===== src/rtl/stepper_pkg.sv =====
// rtl/stepper_pkg.sv - shared states, coil bit order and full-step phase table
package stepper_pkg;

  typedef enum logic [1:0] {
    IDLE = 2'd0,
    RUN  = 2'd1,
    HOLD = 2'd2
  } state_e;

  // Bit positions within coils = {A+, B+, A-, B-}
  localparam int COIL_A_POS = 3;
  localparam int COIL_B_POS = 2;
  localparam int COIL_A_NEG = 1;
  localparam int COIL_B_NEG = 0;

  localparam logic [3:0] PHASE_TABLE [4] = '{
    (4'b1 << COIL_A_POS) | (4'b1 << COIL_B_POS),
    (4'b1 << COIL_B_POS) | (4'b1 << COIL_A_NEG),
    (4'b1 << COIL_A_NEG) | (4'b1 << COIL_B_NEG),
    (4'b1 << COIL_A_POS) | (4'b1 << COIL_B_NEG)
  };

endpackage


===== src/rtl/step_timer.sv =====
// rtl/step_timer.sv - reloadable down-counter that parks at zero
module step_timer #(
  parameter int W = 20
) (
  input  logic         clock,
  input  logic         reset,
  input  logic         load,
  input  logic [W-1:0] value,
  output logic         tick_zero
);

  logic [W-1:0] count_q, count_d;

  always_comb begin
    count_d = count_q;
    if (load) begin
      count_d = value;
    end else if (count_q != '0) begin
      count_d = count_q - 1'b1;
    end
  end

  always_ff @(posedge clock) begin
    if (reset) begin
      count_q <= '0;
    end else begin
      count_q <= count_d;
    end
  end

  assign tick_zero = (count_q == '0);

endmodule


===== src/rtl/stepper_sequencer.sv =====
// rtl/stepper_sequencer.sv - paced full-step bipolar stepper driver with hold torque
module stepper_sequencer
  import stepper_pkg::*;
#(
  parameter int STEP_PERIOD = 100000,
  parameter int MIN_PERIOD  = 5000,
  parameter int HOLD_CYCLES = 1000000,
  parameter int PERIOD_W    = 20,
  parameter int STEPS_W     = 16
) (
  input  logic                clock,
  input  logic                reset,
  input  logic                cmd_valid,
  output logic                cmd_ready,
  input  logic [STEPS_W-1:0]  cmd_steps,
  input  logic                cmd_dir,
  input  logic [PERIOD_W-1:0] cmd_period,
  input  logic                abort,
  output logic [3:0]          coils,
  output logic [1:0]          enable,
  output logic                busy,
  output logic                done,
  output logic                aborted,
  output logic [STEPS_W-1:0]  position
);

  localparam int HOLD_W = $clog2(HOLD_CYCLES + 1);

  state_e               state_q, state_d;
  logic [1:0]           idx_q, idx_d;
  logic [STEPS_W-1:0]   pos_q, pos_d;
  logic [STEPS_W-1:0]   rem_q, rem_d;
  logic [PERIOD_W-1:0]  period_q, period_d;
  logic                 dir_q, dir_d;
  logic                 abflag_q, abflag_d;
  logic [3:0]           coils_q, coils_d;
  logic [1:0]           enable_q, enable_d;
  logic                 busy_q, busy_d;
  logic                 done_q, done_d;
  logic                 aborted_q, aborted_d;

  logic                 accept;
  logic [PERIOD_W-1:0]  req_period, eff_period;
  logic                 step_load, step_zero;
  logic [PERIOD_W-1:0]  step_value;
  logic                 hold_load, hold_zero;

  assign cmd_ready = (state_q == IDLE) || (state_q == HOLD);
  assign accept    = cmd_valid && cmd_ready;

  always_comb begin
    req_period = (cmd_period == '0) ? PERIOD_W'(STEP_PERIOD) : cmd_period;
    eff_period = (req_period < PERIOD_W'(MIN_PERIOD)) ? PERIOD_W'(MIN_PERIOD) : req_period;
  end

  step_timer #(.W(PERIOD_W)) u_step_timer (
    .clock     (clock),
    .reset     (reset),
    .load      (step_load),
    .value     (step_value),
    .tick_zero (step_zero)
  );

  step_timer #(.W(HOLD_W)) u_hold_timer (
    .clock     (clock),
    .reset     (reset),
    .load      (hold_load),
    .value     (HOLD_W'(HOLD_CYCLES - 1)),
    .tick_zero (hold_zero)
  );

  always_comb begin
    state_d    = state_q;
    idx_d      = idx_q;
    pos_d      = pos_q;
    rem_d      = rem_q;
    period_d   = period_q;
    dir_d      = dir_q;
    abflag_d   = abflag_q;
    done_d     = 1'b0;
    aborted_d  = 1'b0;
    step_load  = 1'b0;
    step_value = period_q;
    hold_load  = 1'b0;

    // A command accepted in HOLD also completes the previous move
    if (accept) begin
      done_d    = 1'b1;
      aborted_d = (state_q == HOLD) ? abflag_q : 1'b0;
      if (state_q == IDLE && cmd_steps != '0) begin
        done_d = 1'b0;
      end
      abflag_d = 1'b0;
      period_d = eff_period - 1'b1;
      rem_d    = cmd_steps;
      dir_d    = cmd_dir;
      if (cmd_steps != '0) begin
        state_d    = RUN;
        step_load  = 1'b1;
        step_value = eff_period - 1'b1;
      end else if (state_q == HOLD) begin
        hold_load = 1'b1;
      end
    end else begin
      case (state_q)
        RUN: begin
          if (abort) begin
            state_d   = HOLD;
            hold_load = 1'b1;
            abflag_d  = 1'b1;
          end else if (step_zero) begin
            idx_d     = dir_q ? idx_q + 2'd1 : idx_q - 2'd1;
            pos_d     = dir_q ? pos_q + 1'b1 : pos_q - 1'b1;
            rem_d     = rem_q - 1'b1;
            step_load = 1'b1;
            if (rem_q == STEPS_W'(1)) begin
              state_d   = HOLD;
              hold_load = 1'b1;
            end
          end
        end
        HOLD: begin
          if (hold_zero) begin
            state_d   = IDLE;
            done_d    = 1'b1;
            aborted_d = abflag_q;
            abflag_d  = 1'b0;
          end
        end
        default: ;
      endcase
    end

    coils_d  = (state_d == IDLE) ? 4'b0000 : PHASE_TABLE[idx_d];
    enable_d = (state_d == IDLE) ? 2'b00 : 2'b11;
    busy_d   = (state_d != IDLE);
  end

  always_ff @(posedge clock) begin
    if (reset) begin
      state_q   <= IDLE;
      idx_q     <= 2'd0;
      pos_q     <= '0;
      rem_q     <= '0;
      period_q  <= '0;
      dir_q     <= 1'b0;
      abflag_q  <= 1'b0;
      coils_q   <= 4'b0000;
      enable_q  <= 2'b00;
      busy_q    <= 1'b0;
      done_q    <= 1'b0;
      aborted_q <= 1'b0;
    end else begin
      state_q   <= state_d;
      idx_q     <= idx_d;
      pos_q     <= pos_d;
      rem_q     <= rem_d;
      period_q  <= period_d;
      dir_q     <= dir_d;
      abflag_q  <= abflag_d;
      coils_q   <= coils_d;
      enable_q  <= enable_d;
      busy_q    <= busy_d;
      done_q    <= done_d;
      aborted_q <= aborted_d;
    end
  end

  assign coils    = coils_q;
  assign enable   = enable_q;
  assign busy     = busy_q;
  assign done     = done_q;
  assign aborted  = aborted_q;
  assign position = pos_q;

endmodule


===== config.mk =====
export PLATFORM = sky130hd
export DESIGN_NAME = stepper_sequencer
export DESIGN_NICKNAME = d
export VERILOG_FILES = /design/src/rtl/stepper_pkg.sv /design/src/rtl/step_timer.sv /design/src/rtl/stepper_sequencer.sv
export SDC_FILE = /design/constraint.sdc
export NUM_CORES = 1
export LEC_CHECK = 0
export CORE_UTILIZATION = 40
export CTS_BUF_LIST = sky130_fd_sc_hd__clkbuf_4
export CTS_CLUSTER_DIAMETER = 50
export DETAILED_ROUTE_END_ITERATION = 8
export PLACE_DENSITY = 0.71
export SLEW_MARGIN = 20
export SYNTH_ARGS = -nofsm -noshare
export SYNTH_HDL_FRONTEND = slang
export SYNTH_SLANG_ARGS = --single-unit

===== constraint.sdc =====
create_clock -name clock -period 5.3 [get_ports clock]
set_input_delay 1.325 -clock clock [delete_from_list [all_inputs] [get_ports clock]]
set_output_delay 1.325 -clock clock [all_outputs]
set_load 0.05 [all_outputs]

Word-level counts from Yosys, hierarchy flattened
Cells that the tools add are included.

storage, ports and cells
  memories = 0
  flip-flop bits (word level) = 107
  bits in writable memories = 0
  output and inout bits = 26
  ROM bits = 0
  latch bits = 0

cells by class
  $mul = 0
  multiplexer cells = 52
  reduce and logical (&&, ||, !) cells = 23
  add/subtract/negate cells = 8
  bitwise operators = 3
  shift-type cells = 0
  $lt $le $gt $ge = 2
  equality and inequality tests = 6
  div/mod/pow operators = 0

operators with widths
  operator                                                       number
  two-way mux 20 bit                                             8
  two-way mux 16 bit                                             5
  zero test 20 bit                                               3
  subtractor 20 x 1 -> 20 bit (second input constant)            3
  nonzero test 20 bit                                            2
  subtractor 16 x 1 -> 16 bit (second input constant)            2
  two-way mux 2 bit                                              12
  two-way mux 1 bit                                              22
  less-than comparator 20 x 13 -> 1 bit (second input constant)  1
  adder 16 x 1 -> 16 bit (second input constant)                 1
  == test 16 x 1 -> 1 bit (second input constant)                1
  nonzero test 16 bit                                            1
  nonzero test 2 bit                                             6
  binary-select mux 4 bit (select 2 bit)                         1
  two-way mux 4 bit                                              2
  AND reduction 3 bit                                            2
  OR reduction 2 bit                                             3
  zero test 2 bit                                                2
  != test 2 bit (second input constant)                          2
  one-hot mux 2 bit (2 select lines)                             1
  AND reduction 4 bit                                            1
  >= comparator 3 bit (second input constant)                    1
  inverter 2 -> 3 bit                                            1
  adder 2 x 1 -> 2 bit (second input constant)                   1
  other kinds (8)                                                10

Longest topological paths before layout
Gate-level depths: netlist of the first run.

  word-level depth = 10
  gate-level depth with buffers = 13
  gate-level depth less buffers = 12

Modules after synthesis
A second synthesis of the first run with hierarchy kept.

unflattened totals
  cells, all modules = 816
  area total of the unflattened synthesis = 6,456.2 um^2

by module, submodules not included
  module             area each (um^2)  sequential area each (um^2)  instances  cells an instance
  stepper_sequencer  4,294.1           1,301.2                      1          572
  step_timer         1,081.0           400.4                        2          122

Worst setup path before layout of the first run
No wires, ideal clock.

  path type = input port to flip-flop
  start point = input cmd_period[3]
  end point = register period_q[16]
  path buffers = 1
  stages on the path = 13
  required time = 5.217 ns
  arrival time = 4.782 ns
  slack = 0.435 ns
  cells stage by stage = or4_4 a41o_1 a21o_1 clkbuf_1 nand2_1 ha_1 nand2b_1 a311oi_4 nand2_1 or4_4 or4b_4 mux2_4 o31ai_4

on the way
  cells in the longest elaborated chain, start to end = 5

RTL lines
  element                                line                      source
  start: declaration                     stepper_sequencer.sv:17   input logic [PERIOD_W-1:0] cmd_period,
  zero test 20 bit                       stepper_sequencer.sv:52   req_period = (cmd_period == '0) ? PERIOD_W'(STEP_PERIOD) : cmd_period;
  two-way mux 20 bit *                   stepper_sequencer.sv:52
  less-than comparator 20 x 13 -> 1 bit  stepper_sequencer.sv:53   eff_period = (req_period < PERIOD_W'(MIN_PERIOD)) ? PERIOD_W'(MIN_PERIOD) : req_period;
  two-way mux 20 bit *                   stepper_sequencer.sv:53
  subtractor 20 x 1 -> 20 bit *          stepper_sequencer.sv:94   period_d = eff_period - 1'b1;
  end signal: assignment                 stepper_sequencer.sv:158  period_q <= period_d;
  end: declaration                       stepper_sequencer.sv:33   logic [PERIOD_W-1:0] period_q, period_d;

Every way passes the cells marked *; elsewhere a longest branch is shown, timed or not.
A chain may end at the register's enable or synchronous reset.

Worst setup path after layout of the first run
Ends and elaborated chain as after synthesis.

==> impl_metrics.env, run 1 <==
export IMPL_cts_tree="yes"
export IMPL_synth_async_sr_flop_share_pct=0
export IMPL_post_cts_resized=0
export IMPL_cts_hold_fix_buffers=0
export IMPL_maxCapViolations=0
export IMPL_r2r_setup_slack_ns=1.22
export IMPL_wl_per_cell_um=14.3
export IMPL_ys_seq_area_share_pct=34.2
export IMPL_die_y_um=126
export IMPL_finish_utilization_pct=48.4
export IMPL_crit_cells=13
export IMPL_drive_gt1_share_pct=5.71
export IMPL_grt_ovfl_total=0
export IMPL_rr_worst_depth=9
export IMPL_synthCells=787
export IMPL_critPathMaxFanout=4
export IMPL_drtIter0Drc=373
export IMPL_stdcell_area_um2=7140
export IMPL_route_detailed_drc=0
export IMPL_pin_count=67
export IMPL_powerDensity_nw_per_um2=332
export IMPL_min_path_cells=2
export IMPL_outcome="finished clean"
export IMPL_place_area_um2=6990
export IMPL_rsz0062_at_grt="no"
export IMPL_r2r_start="u_step_timer.count_q[0]$_SDFFE_PP0P_"
export IMPL_clk_insertion_delay_late_ns=0.47
export IMPL_yosys_area_top_type="dfxtp_1"
export IMPL_cellLeakagePower_nw=2.59
export IMPL_hold_class="reg -> reg"
export IMPL_synth_edf_count=0
export IMPL_rr_endpoint="rem_q[0]$_SDFFE_PP0P_"
export IMPL_max_slew_worst_pin_slew_ns=0.955
export IMPL_required_ns=5.70
export IMPL_cts_buffer_depth=2
export IMPL_hold_violations=0
export IMPL_fin_crit_sh_pct=88.5
export IMPL_crit_type="in -> reg"
export IMPL_relSlewSlack_pct=35.4
export IMPL_ir_drop_mv=0.123
export IMPL_area_growth_pct=16.0
export IMPL_hold_end="period_q[15]$_SDFFE_PP0P_"
export IMPL_hp_start="period_q[15]$_SDFFE_PP0P_"
export IMPL_slowest_stage="or4_4"
export IMPL_path_clk_slew_ns=0.16
export IMPL_grt_pass1_vias=5316
export IMPL_cp_arrival_ns=5.09
export IMPL_port_buffer_count=66
export IMPL_crit_chain="clkdlybuf4s50_1 -> or4_4 -> a41o_1 -> a21o_1 -> nand2_1 -> ha_1 -> nand2b_1 -> a311oi_4 -> nand2_1 -> or4_4 -> or4b_4 -> mux2_4 -> o31ai_4"
export IMPL_dieArea_um2=15900
export IMPL_grt_max_degree=61
export IMPL_netlist_area_um2=6150
export IMPL_synth_top_cell_area_share_pct=34.2
export IMPL_ys_warn_count=0
export IMPL_cts_htree_levels=3
export IMPL_post_cts_buffers=0
export IMPL_nFillCells=1475
export IMPL_rows=44
export IMPL_synthFlopType="dfxtp_1"
export IMPL_crit_family="simple AND/OR/NAND/NOR gates"
export IMPL_yosys_cell_types_count=69
export IMPL_slew_viol_final=0
export IMPL_start_util_pct=41.7
export IMPL_crit_path_start_kind="input pin"
export IMPL_ant_nets=0
export IMPL_finalSetupViolCount=0
export IMPL_layout_cells_non_filler=1026
export IMPL_dieWidth_um=126
export IMPL_cts_sinks=105
export IMPL_max_stage_delay_ns=0.58
export IMPL_avgSynthCellArea_um2=7.82
export IMPL_path_buf_inv=1
export IMPL_cp_end_kind="flip-flop"
export IMPL_place_hpwl_um=10700
export IMPL_vias=5721
export IMPL_fin_crit_ns=4.69
export IMPL_finalNetCount=901
export IMPL_ys_seq_elements=105
export IMPL_core_um2=14800
export IMPL_fmax_ghz=0.213
export IMPL_grt_util_all_layers_pct=19.4
export IMPL_grt_pass1_wl_um=25300
export IMPL_skew_ns=0.0193
export IMPL_antenna_found_initial=1
export IMPL_drt_wl_total_um=14700
export IMPL_numCtsBuffers=9
export IMPL_gp_congestion=0.871
export IMPL_syn_nets=851
export IMPL_tns_ns=0
export IMPL_synth_area_top_cells="dfxtp_1 34%, a21oi_1 6.4%, nand2_1 6.4%"
export IMPL_firstDrtPassIters=5
export IMPL_power_mw=2.37
export IMPL_placed_cells=1010
export IMPL_cts_root_buf="clkbuf_4"
export IMPL_via_per_inst=5.58
Yosys cell counts (6+ instances only):
cell,n
nand3_1,9
or3_1,9
clkbuf_1,32
and3_1,6
dfxtp_1,105
nor3_1,46
nand2_1,105
xnor2_1,37
nor2b_1,8
and2_1,7
or4_1,7
a211oi_1,25
a221oi_1,7
ha_1,22
o21ai_0,29
a21oi_1,79
nor4_1,18
o22ai_1,8
nand2b_1,11
inv_1,20
nand3b_1,8
o21bai_1,6
a31oi_1,9
xor2_1,19
nor2_1,70
report_power, final:
group          switching, mW  internal [mW]  leakage [nW]
clock network          0.260          0.198        0.0844
logic                  0.495          0.391          1.65
registers              0.110          0.915         0.860
state kept, by name (all words and copies together), names as in the netlist:
register	flops
state_q	2
abflag_q	1
coils	4
u_hold_timer.count_q	20
aborted	1
period_q	20
u_step_timer.count_q	20
idx_q	2
position	16
done	1
enable	1
rem_q	16
dir_q	1
worst register-to-register path, stage by stage, from the launching register on:
cell and delay [ns]:
dfxtp_1 0.40, inv_1 0.08, ha_1 0.20, or4b_1 0.57, nor4_2 0.61, nand4bb_1 0.67
o21ai_1 0.36, and2_1 0.61, o21ai_0 0.19, a221oi_1 0.32
how the worst max path moves through the flow:
stage,start,to,slack [ns]
2_1_floorplan,cmd_period[3],period_q[16]$_SDFFE_PP0P_,0.43
5_1_grt,cmd_period[16],period_q[16]$_SDFFE_PP0P_,0.48
6_report,cmd_period[3],period_q[16]$_SDFFE_PP0P_,0.61
4_1_cts,cmd_period[3],period_q[16]$_SDFFE_PP0P_,0.64
3_5_place_dp,cmd_period[3],period_q[16]$_SDFFE_PP0P_,0.11
3_3_place_gp,cmd_period[3],period_q[16]$_SDFFE_PP0P_,0.14
layer usage:
layer | vias up | track usage [%] | wire length [um]
met2 | 103 | 31.4 | 6690
met4 | 0 | 6.02 | 177
met1 | 2659 | 26.6 | 7330
li1 | 2946 | - | -
met5 | - | 0 | 0
met3 | 13 | 2.80 | 472
metrics by stage:
| stage | hold WS, ns | worst slack [ns] |
|---|---|---|
| 4_1_cts | 0.467 | 0.641 |
| 6_report | 0.468 | 0.611 |
| 3_5_place_dp | 0.448 | 0.106 |
| 3_3_place_gp | 0.445 | 0.144 |
| 5_1_grt | 0.500 | 0.476 |
| 2_1_floorplan | 0.435 | 0.435 |
final cells by class:
| cell class | instances | area (um^2) | area share, % |
|---|---|---|---|
| Multi-Input combinational cell | 620 | 3810 | 53.4 |
| Sequential cell | 105 | 2100 | 29.4 |
| Timing Repair Buffer | 81 | 768 | 10.8 |
| Tap cell | 184 | 230 | 3.22 |
| Clock buffer | 11 | 82.6 | 1.16 |
| Inverter | 20 | 75.1 | 1.05 |
| Clock inverter | 4 | 68.8 | 0.964 |
| Antenna cell | 1 | 2.50 | 0.0350 |
kinds of logic after synthesis:
family / after synthesis / share of synthesized area, %
compound gates: 212 / 22.4
buf+inv: 62 / 3.96
fa+ha+maj: 23 / 4.80
xor+xnor: 56 / 7.97
flops: 105 / 34.2
simple gates: 325 / 25.9
mux: 4 / 0.773
layout by cell type, fill, tap and decap left out, types with 5 or more instances in the layout:
cell type        netlist  final
nand2_1              105    105
dfxtp_1              105    105
a21oi_1               79     79
nor2_1                70     69
clkdlybuf4s50_1        0     65
nor3_1                46     46
xnor2_1               37     37
o21ai_0               29     29
a211oi_1              25     25
ha_1                  22     22
inv_1                 20     20
xor2_1                19     19
nor4_1                18     18
buf_4                  2     15
nand2b_1              11     11
clkbuf_4               0     11
or3_1                  9      9
a31oi_1                9      9
nand3_1                9      9
nor2b_1                8      8
nand3b_1               8      8
o22ai_1                8      8
or4_1                  7      7
a221oi_1               7      7
o21bai_1               6      6
and3_1                 6      6
and2_1                 7      6
o21a_1                 5      5
nand4_1                5      5
a22oi_1                5      5
o31ai_1                5      5
Power figures use the tool's default switching activity.
==> run 2: changes to the inputs <==
CORE_MARGIN = 2   (was not set)
CORE_UTILIZATION = 30   (was 40)
PLACE_DENSITY = 0.59   (was 0.71)
==> impl_metrics.env, run 2 (same netlist as run 1, synthesis figures left out) <==
export IMPL_min_path_cells=2
export IMPL_finalNetCount=900
export IMPL_hp_start="period_q[4]$_SDFFE_PP0P_"
export IMPL_dieWidth_um=147
export IMPL_drtIter0Drc=395
export IMPL_cp_end_kind="flip-flop"
export IMPL_fin_crit_sh_pct=88.5
export IMPL_post_cts_resized=0
export IMPL_r2r_setup_slack_ns=1.76
export IMPL_fmax_ghz=0.213
export IMPL_cp_arrival_ns=5.12
export IMPL_cts_hold_fix_buffers=0
export IMPL_powerDensity_nw_per_um2=319
export IMPL_gp_congestion=0.877
export IMPL_clk_insertion_delay_late_ns=0.49
export IMPL_hold_end="period_q[4]$_SDFFE_PP0P_"
export IMPL_critPathMaxFanout=4
export IMPL_grt_ovfl_total=0
export IMPL_rsz0062_at_grt="no"
export IMPL_hold_violations=0
export IMPL_finish_utilization_pct=35.7
export IMPL_rows=52
export IMPL_via_per_inst=5.14
export IMPL_cellLeakagePower_nw=2.56
export IMPL_relSlewSlack_pct=34.6
export IMPL_cts_buffer_depth=2
export IMPL_grt_pass1_wl_um=26100
export IMPL_pin_count=67
export IMPL_crit_path_start_kind="input pin"
export IMPL_grt_max_degree=47
export IMPL_grt_util_all_layers_pct=14.6
export IMPL_firstDrtPassIters=5
export IMPL_crit_path_start="cmd_period[3]"
export IMPL_cts_htree_levels=3
export IMPL_rr_worst_depth=10
export IMPL_required_ns=5.72
export IMPL_tns_ns=0
export IMPL_dieArea_um2=21700
export IMPL_slew_viol_final=0
export IMPL_drive_gt1_share_pct=5.71
export IMPL_numCtsBuffers=9
export IMPL_rr_endpoint="rem_q[0]$_SDFFE_PP0P_"
export IMPL_nFillCells=2140
export IMPL_drt_wl_total_um=15600
export IMPL_port_buffer_count=66
export IMPL_final_cell_mix="105 x nand2_1, 105 x dfxtp_1, 79 x a21oi_1, 69 x nor2_1, 65 x clkdlybuf4s50_1"
export IMPL_place_hpwl_um=11000
export IMPL_ir_drop_mv=0.117
export IMPL_maxCapViolations=0
export IMPL_crit_type="in -> reg"
export IMPL_start_util_pct=30.5
export IMPL_die_y_um=147
export IMPL_grt_pass1_vias=5203
export IMPL_path_clk_slew_ns=0.16
export IMPL_wl_per_cell_um=14.0
export IMPL_cts_sinks=105
export IMPL_r2r_start="u_step_timer.count_q[0]$_SDFFE_PP0P_"
export IMPL_cts_root_buf="clkbuf_4"
export IMPL_top_regs="period_q (20), u_hold_timer.count_q (20), u_step_timer.count_q (20)"
export IMPL_route_detailed_drc=0
export IMPL_cts_tree="yes"
export IMPL_area_growth_pct=17.1
export IMPL_max_slew_worst_pin_slew_ns=0.956
export IMPL_antenna_found_initial=2
export IMPL_post_cts_buffers=0
export IMPL_outcome="finished clean"
export IMPL_ant_nets=0
export IMPL_skew_ns=0.0336
export IMPL_core_um2=20200
export IMPL_hold_class="reg -> reg"
export IMPL_fin_crit_ns=4.69
export IMPL_finalSetupViolCount=0
export IMPL_vias=5717
-- run 2: how the worst max path moves through the flow --
stage                                            to  depth (start not counted)
after CTS                 period_q[16]$_SDFFE_PP0P_                         13
after detailed placement  period_q[16]$_SDFFE_PP0P_                         13
after floorplan           period_q[16]$_SDFFE_PP0P_                         13
after global routing      period_q[16]$_SDFFE_PP0P_                         13
after global placement    period_q[16]$_SDFFE_PP0P_                         13
final                     period_q[16]$_SDFFE_PP0P_                         13
-- run 2: area by class of cell --
class	count	area, um^2	share of cell area (%)
inverter	20	75.1	1.04
clock inverter	4	31.3	0.434
antenna	3	7.51	0.104
timing repair buffer	80	761	10.6
tap	270	338	4.69
sequential	105	2100	29.2
clock buffer	11	82.6	1.15
multi-input combinational	620	3810	52.9
-- run 2: critical path: stages --
cell and delay (ns):
clkdlybuf4s50_1 0.42, or4_4 0.59, a41o_1 0.28, a21o_1 0.21
nand2_1 0.10, ha_1 0.18, nand2b_1 0.13, a311oi_4 0.29
nand2_1 0.10, or4_4 0.46, or4b_4 0.53, mux2_4 0.34
o31ai_4 0.15
-- run 2: per-stage QoR --
stage               cells  area [um^2]  total power, mW  worst slack [ns]  hold slack (ns)
floorplan             787         6150             1.73             0.435            0.435
global placement     1095         7090             1.92             0.145            0.444
detailed placement   1095         7090             1.92            0.0970            0.447
CTS                  1110         7200             2.32             0.634            0.467
global route         1113         7210             2.49             0.475            0.483
finish               1113         7210             2.30             0.607            0.466
-- run 2: power breakdown --
group	internal, mW	switching (mW)
Clock	0.105	0.276
Combinational	0.392	0.498
Sequential	0.915	0.109
-- run 2: metal layers --
metal	part of all wire, %	up-vias	routed length, um	GRT usage [%]
met1	51	2648	7940	20.7
met5	0	-	0	0
met3	3.9	12	609	2.64
met2	44	111	6840	23.0
met4	1.1	0	168	3.75
li1	-	2946	-	-
